--- config.mk ---
export PLATFORM = sky130hd
export DESIGN_NAME = sync_fifo
export DESIGN_NICKNAME = d
export VERILOG_FILES = /design/src/rtl/sync_fifo.sv
export SDC_FILE = /design/constraint.sdc
export NUM_CORES = 1
export LEC_CHECK = 0
export ABC_AREA = 0
export BUFFER_PORTS_ARGS = -buffer_cell sky130_fd_sc_hd__buf_2
export CORE_MARGIN = 1
export CORE_UTILIZATION = 35
export CTS_BUF_LIST = sky130_fd_sc_hd__clkbuf_4
export DETAILED_ROUTE_END_ITERATION = 10
export GPL_TIMING_DRIVEN = 0
export PLACE_DENSITY = 0.57
export SLEW_MARGIN = 20
export SYNTH_ARGS = -nofsm -noshare
export SYNTH_HDL_FRONTEND = slang
export SYNTH_SLANG_ARGS = --single-unit
--- constraint.sdc ---
create_clock -name clk -period 3.5 [get_ports clk]
set_clock_uncertainty 0.05 [all_clocks]
set_input_delay 0.35 -clock clk [delete_from_list [all_inputs] [get_ports clk]]
set_output_delay 0.35 -clock clk [all_outputs]
set_load 0.03 [all_outputs]
--- src/rtl/sync_fifo.sv ---
// sync_fifo: single-clock FIFO with wrap-bit pointers, occupancy count,
// almost-full/almost-empty thresholds, sticky overflow/underflow flags and a
// selectable read mode (first-word fall-through or registered read).
//
// Ports:
//   clk        rising-edge clock for all state
//   rst        asynchronous active-high reset
//   flush      synchronous clear of pointers, count and error flags
//   winc/wdata write request and data; rejected while wfull
//   wfull      occupancy == DEPTH
//   awfull     occupancy >= AFULL_LVL
//   rinc       read request / pop; rejected while rempty
//   rdata      read data (head word in fall-through mode, popped word otherwise)
//   rempty     occupancy == 0
//   arempty    occupancy <= AEMPTY_LVL
//   count      current occupancy, 0..DEPTH
//   overflow   sticky: a write was rejected
//   underflow  sticky: a read was rejected
module sync_fifo #(
    parameter int unsigned DSIZE       = 8,
    parameter int unsigned ASIZE       = 3,
    parameter string       FALLTHROUGH = "TRUE",
    parameter int unsigned AFULL_LVL   = (1 << ASIZE) - 1,
    parameter int unsigned AEMPTY_LVL  = 1
) (
    input  logic             clk,
    input  logic             rst,
    input  logic             flush,
    input  logic             winc,
    input  logic [DSIZE-1:0] wdata,
    output logic             wfull,
    output logic             awfull,
    input  logic             rinc,
    output logic [DSIZE-1:0] rdata,
    output logic             rempty,
    output logic             arempty,
    output logic [ASIZE:0]   count,
    output logic             overflow,
    output logic             underflow
);

    localparam int unsigned DEPTH = 1 << ASIZE;
    localparam int unsigned PW    = ASIZE + 1;
    localparam logic [PW-1:0] WRAP_C   = PW'(DEPTH);
    localparam logic [PW-1:0] AFULL_C  = PW'(AFULL_LVL);
    localparam logic [PW-1:0] AEMPTY_C = PW'(AEMPTY_LVL);
    localparam bit FWFT = (FALLTHROUGH == "TRUE");

    logic [PW-1:0]    wptr;
    logic [PW-1:0]    rptr;
    logic [PW-1:0]    cnt;
    logic [DSIZE-1:0] mem [DEPTH];
    logic [DSIZE-1:0] head;
    logic             wr_en;
    logic             rd_en;

    // Flags come only from registered pointers/count.
    assign wfull   = ((wptr ^ rptr) == WRAP_C);
    assign rempty  = (wptr == rptr);
    assign awfull  = (cnt >= AFULL_C);
    assign arempty = (cnt <= AEMPTY_C);
    assign count   = cnt;

    // Accepted operations; flush overrides both requests.
    assign wr_en = winc && !wfull && !flush;
    assign rd_en = rinc && !rempty && !flush;

    assign head = mem[rptr[ASIZE-1:0]];

    // Pointers, occupancy and sticky error flags.
    always_ff @(posedge clk or posedge rst) begin
        if (rst) begin
            wptr      <= '0;
            rptr      <= '0;
            cnt       <= '0;
            overflow  <= 1'b0;
            underflow <= 1'b0;
        end else if (flush) begin
            wptr      <= '0;
            rptr      <= '0;
            cnt       <= '0;
            overflow  <= 1'b0;
            underflow <= 1'b0;
        end else begin
            if (wr_en) wptr <= wptr + PW'(1);
            if (rd_en) rptr <= rptr + PW'(1);
            case ({wr_en, rd_en})
                2'b10:   cnt <= cnt + PW'(1);
                2'b01:   cnt <= cnt - PW'(1);
                default: cnt <= cnt;
            endcase
            if (winc && wfull)  overflow  <= 1'b1;
            if (rinc && rempty) underflow <= 1'b1;
        end
    end

    // Storage array; intentionally not reset.
    always_ff @(posedge clk) begin
        if (wr_en) mem[wptr[ASIZE-1:0]] <= wdata;
    end

    generate
        if (FWFT) begin : g_fwft
            // Head word is visible while non-empty; the hold register keeps the
            // last visible value so rdata is stable once the FIFO drains or flushes.
            logic [DSIZE-1:0] hold;
            always_ff @(posedge clk or posedge rst) begin
                if (rst) hold <= '0;
                else     hold <= rdata;
            end
            assign rdata = rempty ? hold : head;
        end else begin : g_reg
            // Popped word is captured on the edge that accepts the read.
            logic [DSIZE-1:0] rd_q;
            always_ff @(posedge clk or posedge rst) begin
                if (rst)        rd_q <= '0;
                else if (rd_en) rd_q <= head;
            end
            assign rdata = rd_q;
        end
    endgenerate

endmodule

==> results of run 1 <==
==> state kept, by name, indices dropped and copies added, names as in the netlist <==
signal / count
count: 4
underflow: 1
mem: 64
rptr: 4
g_fwft.hold: 8
wptr: 4
overflow: 1
==> per-layer routing <==
layer  vias to the layer above  wire length, um  global-route usage, %
li1                        967                -                      -
met1                      1038             3340                   19.2
met2                        50             3500                   23.1
met3                         7              328                   3.63
met4                         0               66                   3.98
met5                         -                0                      0
==> report_power, final <==
group | internal [W] | switching, W
clock network | 0.000219 | 0.000351
registers | 0.00117 | 0.0000379
logic | 0.000254 | 0.000485
total | 0.00165 | 0.000874
==> logic make-up (layout without fill, tap and decap cells) <==
kind of cell | after synthesis | count (layout) | synth area share, %
AO/OA/AOI/OAI | 29 | 29 | 5.30
XOR/XNOR | 12 | 12 | 2.87
adder cells (fa/ha/maj) | 5 | 5 | 1.71
buffers and inverters | 21 | 70 | 2.46
flip-flops | 86 | 86 | 67.6
multiplexers | 28 | 28 | 13.2
AND/OR/NAND/NOR | 52 | 52 | 6.87
==> worst max-delay path, delay by kind of cell (launching register included) <==
kind	cells	cell delay, ps
buf+inv	3	1090
mux	2	680
flops	1	420
compound gates	1	160
==> area by class of cell <==
| type | count | area (sq um) |
|---|---|---|
| clock buffers | 9 | 67.6 |
| plain buffers | 14 | 63.8 |
| fillers | 929 | 5780 |
| clock inverters | 7 | 71.3 |
| repair buffers | 33 | 178 |
| well taps | 133 | 166 |
| multi-input cells | 126 | 1130 |
| flip-flops and latches | 86 | 2470 |
| inverters | 7 | 26.3 |
==> metrics by stage <==
step                      area, sq um  worst slack [ps]  cells  hold slack [ps]
after floorplan                  3660               966    233              289
after global placement           3970               112    394              419
after detailed placement         4030               702    399              423
after CTS                        4170               282    415             52.2
after global routing             4170               155    415             84.9
final                            4170               329    415             29.4
==> cell usage in the layout (no fill, tap or decap), types with 3 or more instances in the layout <==
cell type  instances
nor2_1            15
xnor2_1            6
edfxtp_1          64
or3_2              3
clkbuf_1           7
nand2_1           13
nor3b_2            4
o211ai_1           3
dfrtp_1           22
a21oi_1            7
inv_1              6
ha_1               5
buf_4              6
nand3_1            6
mux2i_1            9
xor2_1             6
mux4_2            16
clkbuf_4           9
buf_2             34
o21ai_0           12
==> worst max-delay path by stage <==
stage / start / end / slack (ps)
after floorplan: rptr[3] / mem[2][0] / 970
after global placement: rptr[3] / mem[2][5] / 110
after detailed placement: rptr[3] / mem[3][5] / 700
after CTS: rptr[1] / rdata[4] / 280
after global routing: rptr[1] / rdata[4] / 150
final: rptr[1] / rdata[4] / 330
==> impl_results.md, run 1 <==
- Outcome: finished clean
- Initial antenna violation count: 0
- IO Pins: 31
- Residual DRC: 0
- Ys flop type: edfxtp_1
- Syn_nets: 251
- First-pass GRT wire length: 11500 um
- Mapped Area: 3660 sq um
- Final total power: 0.00252 W
- Site Rows: 36
- H-tree levels: 3
- RSZ-0062 raised after global routing: no
- Cell mode on critical path: buf_2
- Clock transition at path regs: 140 ps
- Largest net degree at the start of global routing: 23
- Async SR Flop Fraction: 25.6%
- Worst-path fanout max: 10
- Top cell types by occurrence after synthesis: 64 x edfxtp_1, 22 x dfrtp_1, 16 x mux4_2
- Top-area cell type share of the netlist area: 52.5%
- VDD IR max: 0.000287 V
- CTS tree: built
- Register-to-Register Path Depth: 4
- Initial DRC count: 99
- MaxCap Viol Count: 0
- Cts hold-fix bufs: 0
- Wirelength per Cell: 17.4 um
- Routability Congestion: 0.752
- Die X: 104 um
- CP required: 3100 ps
- Global Route Usage Sum: 14.3%
- Slew headroom: 32.7%
- Top cell type by total area after synthesis: edfxtp_1
- Layout Utilization: 41.9%
- Dpl hpwl: 4940 um
- Die Y-Extent: 104 um
- Slew Limit Fails: 0
- Fmax: 315 MHz
- Kind of critical path: register to output pin
- Hold Fails Final Rpt: 0
- Final ANT Viol Nets: 0
- YS warnings: 0
- Most frequent cell after synthesis: edfxtp_1
- GR Overflow Total: 0
- Power per cell area: 604 nW/um^2
- Slowest stage cell, crit path: clkbuf_1
- Setup TNS: 0 ps
- Post-CTS setup buffers: 0
- # port buffers: 28
- Cell-by-cell trace of the critical path: buf_2 -> clkbuf_1 -> mux4_2 -> mux2i_1 -> o21ai_0 -> buf_2
- CTS buffer count: 9
- Synth Instances: 233
- Core ar.: 9950 sq um
- Lkg Pwr: 1.51 nW
- Avg Inst Size Synth: 15.7 sq um
- Die ar.: 10900 sq um
- Worst path arrival time: 2770 ps
- Number of synthesized flops with an enable pin: 64
- #FFs+latches synth: 86
- Layout Nets: 295
- Crit share post-route: 90.6%
- Tmin final: 3170 ps
- Startpoint types: register
- Drt first pass iters: 4
- R2R Path End: mem[3][3]
- Number of global-route vias before repair: 2089
- Routed wire length: 7240 um
- Layout cells sized above 1: 30.1%
- Sequential element share of the synthesized area: 67.6%
- Slew at the pin closest to its max-slew limit: 1010 ps
- Clk Latency, worst-skew pair: 430 ps
- Reg-to-Reg Start: rptr[3]
- CP max stage delay: 590 ps
- Final setup vio count: 0
- Area growth, synth to finish: 14.0%
- Top cells by area, synth: edfxtp_1 53%, dfrtp_1 15%, mux4_2 9.8%
- Via-per-instance ratio: 4.97
- Via count: 2062
- Clk root buf: clkbuf_4
- Hold Crit Class: input port to asynchronous set/reset pin
- Worst R2R Setup Slack: 680 ps
- Clock sink total: 86
- Clock Tree Buf Depth: 2
- Diodes inserted: 0
- Crit. End Element: output pin
- Starting Density: 36.8%
- CTS resizes: 0
- Unique cell type count in the Yosys netlist: 34
(Power assumes the default switching activity.)
==> run 2, diff against run 1 <==
--- a/config.mk
+++ b/config.mk
@@ -8,11 +8,11 @@
 export ABC_AREA = 0
 export BUFFER_PORTS_ARGS = -buffer_cell sky130_fd_sc_hd__buf_2
 export CORE_MARGIN = 1
-export CORE_UTILIZATION = 35
+export CORE_UTILIZATION = 25
 export CTS_BUF_LIST = sky130_fd_sc_hd__clkbuf_4
 export DETAILED_ROUTE_END_ITERATION = 10
 export GPL_TIMING_DRIVEN = 0
-export PLACE_DENSITY = 0.57
+export PLACE_DENSITY = 0.46
 export SLEW_MARGIN = 20
 export SYNTH_ARGS = -nofsm -noshare
 export SYNTH_HDL_FRONTEND = slang
==> impl_results.md, run 2 (synthesis results as in run 1) <==
- Worst-path fanout max: 10 (unchanged)
- Outcome: finished clean (unchanged)
- Die X: 123 um (was 104 um)
- Number of global-route vias before repair: 2069 (was 2089)
- Lkg Pwr: 1.50 nW (was 1.51 nW)
- Fin Hold WS: 20.9 ps (was 29.4 ps)
- First-pass GRT wire length: 12100 um (was 11500 um)
- Setup TNS: 0 ps (unchanged)
- Clock sink total: 86 (unchanged)
- Wirelength per Cell: 16.6 um (was 17.4 um)
- Final ANT Viol Nets: 0 (unchanged)
- CP required: 3100 ps (about the same)
- Starting Density: 26.0% (was 36.8%)
- VDD IR max: 0.000165 V (was 0.000287 V)
- Post-CTS setup buffers: 0 (unchanged)
- Diodes inserted: 0 (unchanged)
- Hold Crit Class: input port to asynchronous set/reset pin (unchanged)
- Initial DRC count: 124 (was 99)
- Register-to-Register Path Depth: 4 (unchanged)
- RSZ-0062 raised after global routing: no (unchanged)
- Hold Fails Final Rpt: 0 (unchanged)
- Clock transition at path regs: 140 ps (about the same)
- Die Y-Extent: 123 um (was 104 um)
- Most frequent cells in the layout: 64 x edfxtp_1, 34 x buf_2, 22 x dfrtp_1 (unchanged)
- MaxCap Viol Count: 0 (unchanged)
- Slew headroom: 39.0% (was 32.7%)
- Area growth, synth to finish: 15.1% (was 14.0%)
- Clock Tree Buf Depth: 2 (unchanged)
- Worst path arrival time: 2790 ps (was 2770 ps)
- # port buffers: 28 (unchanged)
- Core ar.: 14100 sq um (was 9950 sq um)
- H-tree levels: 3 (unchanged)
- Clk root buf: clkbuf_4 (unchanged)
- Crit share post-route: 91.1% (was 90.6%)
- Initial antenna violation count: 0 (unchanged)
- Kind of critical path: register to output pin (unchanged)
- Routed wire length: 7670 um (was 7240 um)
- Clk Latency, worst-skew pair: 430 ps (about the same)
- Layout Utilization: 29.9% (was 41.9%)
- Crit. End Element: output pin (unchanged)
- Final setup vio count: 0 (unchanged)
- Layout Nets: 296 (was 295)
- Slew Limit Fails: 0 (unchanged)
- CTS buffer count: 9 (unchanged)
- Reg-to-Reg Start: rptr[3] (unchanged)
- Commonest non-fill, non-tap cell in the layout: edfxtp_1 (unchanged)
- Critical path launch point: rptr[1] (unchanged)
- Via-per-instance ratio: 4.39 (was 4.97)
- Layout cells sized above 1: 30.0% (was 30.1%)
- Routability Congestion: 0.662 (was 0.752)
- Placed cell count: 447 (was 399)
- Largest net degree at the start of global routing: 23 (unchanged)
- Drt first pass iters: 4 (unchanged)
- Slew at the pin closest to its max-slew limit: 912 ps (was 1010 ps)
- GR Overflow Total: 0 (unchanged)
- Global Route Usage Sum: 11.4% (was 14.3%)
- Power per cell area: 582 nW/um^2 (was 604 nW/um^2)
- Dpl hpwl: 5340 um (was 4940 um)
- Cts hold-fix bufs: 0 (unchanged)
- Residual DRC: 0 (unchanged)
- R2R Path End: mem[3][5] (was mem[3][3])
- CTS tree: built (unchanged)
- Final total power: 0.00245 W (was 0.00252 W)
- Site Rows: 43 (was 36)
- Post-Layout Cell Count: 463 (was 415)
- Tmin final: 3190 ps (was 3170 ps)
- CTS resizes: 0 (unchanged)
- Worst R2R Setup Slack: 760 ps (was 680 ps)
- Startpoint types: register (unchanged)
- Largest register FFs: 64 (unchanged)
- Fmax: 314 MHz (was 315 MHz)
- Die ar.: 15100 sq um (was 10900 sq um)
- Via count: 2031 (was 2062)
- IO Pins: 31 (unchanged)
-- run 2: cell types whose count changed in the layout (fill, tap and decap cells not counted), sizes merged --
cell      previous run  this run
clkbuf              16        17
inv                  8         7
bufinv               1         0
clkinv               3         5
clkinvlp             2         1
buf                 40        41
-- run 2: worst max path at each step --
stage                           end  cells past startpoint
final                      rdata[5]                      6
after global placement    mem[1][7]                      4
after detailed placement  mem[3][7]                      4
after global routing       rdata[0]                      6
after floorplan           mem[2][0]                      4
after CTS                  rdata[5]                      6
-- run 2: final cells by class --
| type | count | area (sq um) |
|---|---|---|
| Fill cell | 1432 | 9880 |
| Sequential cell | 86 | 2470 |
| Multi-Input combinational cell | 126 | 1130 |
| Tap cell | 180 | 225 |
| Timing Repair Buffer | 34 | 185 |
| Clock buffer | 10 | 75.1 |
| Buffer | 14 | 63.8 |
| Clock inverter | 6 | 37.5 |
| Inverter | 7 | 26.3 |
-- run 2: power breakdown --
group          total [W]  internal [W]  switching [W]
registers        0.00121       0.00117      0.0000370
logic           0.000748      0.000254       0.000494
clock network   0.000494      0.000152       0.000342
-- run 2: per-stage QoR --
step	instance area, sq um	worst slack (ps)
3_3_place_gp	4030	141
2_1_floorplan	3660	966
4_1_cts	4210	238
5_1_grt	4210	135
6_report	4210	313
3_5_place_dp	4100	702
-- run 2: critical path, cell delays in order (launching register included) --
cell and delay (ps):
dfrtp_1 430, buf_2 320, clkbuf_1 550, mux4_2 430, mux2i_1 270, o21ai_0 150, buf_2 200
-- run 2: metal layers --
metal  up-vias  global-route usage, %  part of all wire, %
met5         -                      0                    0
met4         0                   4.74                  1.3
met3        10                   3.04                  3.8
met2        37                   17.2                   46
met1      1009                   15.5                   49
li1        975                      -                    -
==> run 3, diff against run 2 <==
--- a/config.mk
+++ b/config.mk
@@ -5,7 +5,7 @@
 export SDC_FILE = /design/constraint.sdc
 export NUM_CORES = 1
 export LEC_CHECK = 0
-export ABC_AREA = 0
+export ABC_AREA = 1
 export BUFFER_PORTS_ARGS = -buffer_cell sky130_fd_sc_hd__buf_2
 export CORE_MARGIN = 1
 export CORE_UTILIZATION = 25
==> impl_results.md, run 3 <==
- Layout Nets: 404 (was 296)
- Outcome: finished clean (unchanged)
- Top cell type by total area after synthesis: edfxtp_1 (unchanged)
- Routability Congestion: 0.790 (was 0.662)
- Die X: 126 um (was 123 um)
- Starting Density: 26.0% (about the same)
- Slowest stage cell, crit path: clkbuf_1 (unchanged)
- Syn_nets: 359 (was 251)
- Residual DRC: 0 (unchanged)
- Power per cell area: 541 nW/um^2 (was 582 nW/um^2)
- Initial DRC count: 128 (was 124)
- Mapped Area: 3840 sq um (was 3660 sq um)
- Core ar.: 14800 sq um (was 14100 sq um)
- Multi-input logic area: 1220 sq um (was 1130 sq um)
- Via-per-instance ratio: 4.61 (was 4.39)
- Diodes inserted: 0 (unchanged)
- Dpl hpwl: 6250 um (was 5340 um)
- Hold Crit Class: input port to register (was input port to asynchronous set/reset pin)
- Drt first pass iters: 4 (unchanged)
- Setup TNS: 0 ps (unchanged)
- Clk Latency, worst-skew pair: 440 ps (was 430 ps)
- Worst R2R Setup Slack: 860 ps (was 760 ps)
- Cell family with most CP delay: buffers and inverters (unchanged)
- Hold path start: flush
- Ys flop type: edfxtp_1 (unchanged)
- Reg-to-Reg Start: rptr[1] (was rptr[3])
- # port buffers: 30 (was 28)
- Site Rows: 44 (was 43)
- Sequential element share of the synthesized area: 64.4% (was 67.6%)
- Clock Tree Buf Depth: 2 (unchanged)
- Die Y-Extent: 126 um (was 123 um)
- Kind of critical path: register to output pin (unchanged)
- Slew headroom: 35.6% (was 39.0%)
- Top-area cell type share of the netlist area: 50.1% (was 52.5%)
- IO Pins: 31 (unchanged)
- Via count: 2645 (was 2031)
- Area growth, synth to finish: 14.1% (was 15.1%)
- R2R Path End: mem[0][3] (was mem[3][5])
- Routed wire length: 9560 um (was 7670 um)
- Commonest non-fill, non-tap cell in the layout: edfxtp_1 (unchanged)
- Layout cells sized above 1: 22.3% (was 30.0%)
- RSZ-0062 raised after global routing: no (unchanged)
- H-tree levels: 3 (unchanged)
- Clk root buf: clkbuf_4 (unchanged)
- Number of global-route vias before repair: 2647 (was 2069)
- GR Util met2: 20.8% (was 17.2%)
- Slew at the pin closest to its max-slew limit: 962 ps (was 912 ps)
- Clock sink total: 86 (unchanged)
- Most frequent cell after synthesis: edfxtp_1 (unchanged)
- MaxCap Viol Count: 0 (unchanged)
- M1 GR Usage: 17.5% (was 15.5%)
- Unique cell type count in the Yosys netlist: 34 (unchanged)
- #FFs+latches synth: 86 (unchanged)
- Wirelength per Cell: 16.7 um (was 16.6 um)
- Worst path arrival time: 2440 ps (was 2790 ps)
- Number of synthesized flops with an enable pin: 64 (unchanged)
- Slew Limit Fails: 0 (unchanged)
- Cell-by-cell trace of the critical path: inv_1 -> clkbuf_1 -> o21ai_0 -> o221ai_1 -> nand3_1 -> nand2_1 -> buf_2 (was buf_2 -> clkbuf_1 -> mux4_2 -> mux2i_1 -> o21ai_0 -> buf_2)
- Post-CTS setup buffers: 0 (unchanged)
- Met3 Track Usage GR: 3.06% (was 3.04%)
- Startpoint types: register (unchanged)
- Most Crowded Layer GR: met2 (unchanged)
- Die ar.: 15900 sq um (was 15100 sq um)
- Hold Fails Final Rpt: 0 (unchanged)
- CTS buffer count: 9 (unchanged)
- Min-Delay Path Depth: 2
- CP bufs+invs: 3 (unchanged)
- Largest net degree at the start of global routing: 23 (unchanged)
- YS warnings: 0 (unchanged)
- Largest register FFs: 64 (unchanged)
- Avg Inst Size Synth: 11.3 sq um (was 15.7 sq um)
- Initial antenna violation count: 0 (unchanged)
- Async SR Flop Fraction: 25.6% (unchanged)
- GR Overflow Total: 0 (unchanged)
- Top cells by area, synth: edfxtp_1 50%, dfrtp_1 14%, nand2_1 5.8% (was edfxtp_1 53%, dfrtp_1 15%, mux4_2 9.8%)
- Finished layout cell area: 4380 sq um (was 4210 sq um)
- Top cell types by occurrence after synthesis: 64 x edfxtp_1, 59 x nand2_1, 43 x nor2_1 (was 64 x edfxtp_1, 22 x dfrtp_1, 16 x mux4_2)
- Register-to-Register Path Depth: 9 (was 4)
- Final ANT Viol Nets: 0 (unchanged)
- VDD IR max: 0.000292 V (was 0.000165 V)
- Lkg Pwr: 1.70 nW (was 1.50 nW)
- Layout fillers: 1563 (was 1432)
- Clock transition at path regs: 140 ps (about the same)
- CTS tree: built (unchanged)
- First-pass GRT wire length: 15300 um (was 12100 um)
- Crit share post-route: 81.2% (was 91.1%)
- CP max stage delay: 450 ps (was 550 ps)
- Most frequent cells in the layout: 64 x edfxtp_1, 59 x nand2_1, 43 x nor2_1 (was 64 x edfxtp_1, 34 x buf_2, 22 x dfrtp_1)
- Global Route Usage Sum: 12.9% (was 11.4%)
- Final setup vio count: 0 (unchanged)
- CP required: 3100 ps (about the same)
- Crit. End Element: output pin (unchanged)
- WHS Endpoint: overflow
- FF+latch area: 2470 sq um (unchanged)
- Tmin final: 2840 ps (was 3190 ps)
- Synth Instances: 341 (was 233)
- Placed Instance Area: 4260 sq um (was 4100 sq um)
- Worst-path fanout max: 10 (unchanged)
- Fmax: 352 MHz (was 314 MHz)
==> run 3: cell count changes in the layout (fill, tap and decap cells not counted), moves of 9 or more <==
cell,delta
nand3_1,+12
nor2_1,+28
mux2i_1,-9
mux4_2,-16
o221ai_1,+13
o21ai_0,+25
nand2_1,+46
==> run 3: worst reg2reg max path: cells and delay by family (launching register included) <==
kind	cells	cell delay, ps
buffers and inverters	2	380
flip-flops	1	430
AND/OR/NAND/NOR	7	1410
==> run 3: report_power, final <==
part	internal, W	switching (W)
Clock	0.000151	0.000348
Combinational	0.000195	0.000476
Sequential	0.00117	0.0000324
==> run 3: worst max-delay path by stage <==
| stage | cells after the start | endpoint | slack [ps] | startpoint |
|---|---|---|---|---|
| floorplan | 9 | mem[1][0] | 1390 | rptr[1] |
| global placement | 9 | mem[1][1] | 380 | rptr[1] |
| detailed placement | 9 | mem[4][4] | 810 | rptr[1] |
| CTS | 7 | rdata[6] | 600 | rptr[1] |
| global route | 7 | rdata[6] | 470 | rptr[1] |
| finish | 7 | rdata[6] | 660 | rptr[1] |
==> run 3: cell families (layout without fill, tap and decap cells) <==
logic type               count (synthesis)  in the layout  synth area share, %
XOR/XNOR                                 2              2                0.456
adder cells (fa/ha/maj)                  5              5                 1.63
AND/OR/NAND/NOR                        146            146                 18.7
buffers and inverters                   35             84                 4.24
AO/OA/AOI/OAI                           67             67                 10.5
flip-flops                              86             86                 64.4
==> run 3: repair_timing <==
item,4_1_cts,5_1_grt
hold buffers,0,1
gates resized for setup,0,0
endpoints found under the hold margin,0,22
==> run 3: stage by stage <==
| step | hold slack, ps | setup WS (ps) | utilization [%] | power [W] | std cells |
|---|---|---|---|---|---|
| after CTS | 37.0 | 600 | 29.6 | 0.00240 | 573 |
| after global routing | 43.5 | 468 | 29.7 | 0.00250 | 574 |
| after detailed placement | 411 | 813 | 28.9 | 0.00190 | 558 |
| final | 77.3 | 657 | 29.7 | 0.00237 | 574 |
| after floorplan | 289 | 1390 | - | 0.00169 | 341 |
| after global placement | 405 | 381 | 28.6 | 0.00190 | 555 |
==> run 3: routing by layer <==
metal  up-vias  wire, um
met5         -         0
li1       1289         -
met2        68      4450
met1      1282      4530
met4         0        78
met3         6       496
==> run 3: final cells by class <==
class	instances	share of cell area, %
Sequential cell	86	56.4
Buffer	15	1.94
Tap cell	184	5.26
Multi-Input combinational cell	220	27.8
Inverter	20	1.77
Clock inverter	5	0.885
Timing Repair Buffer	34	4.17
Clock buffer	10	1.71
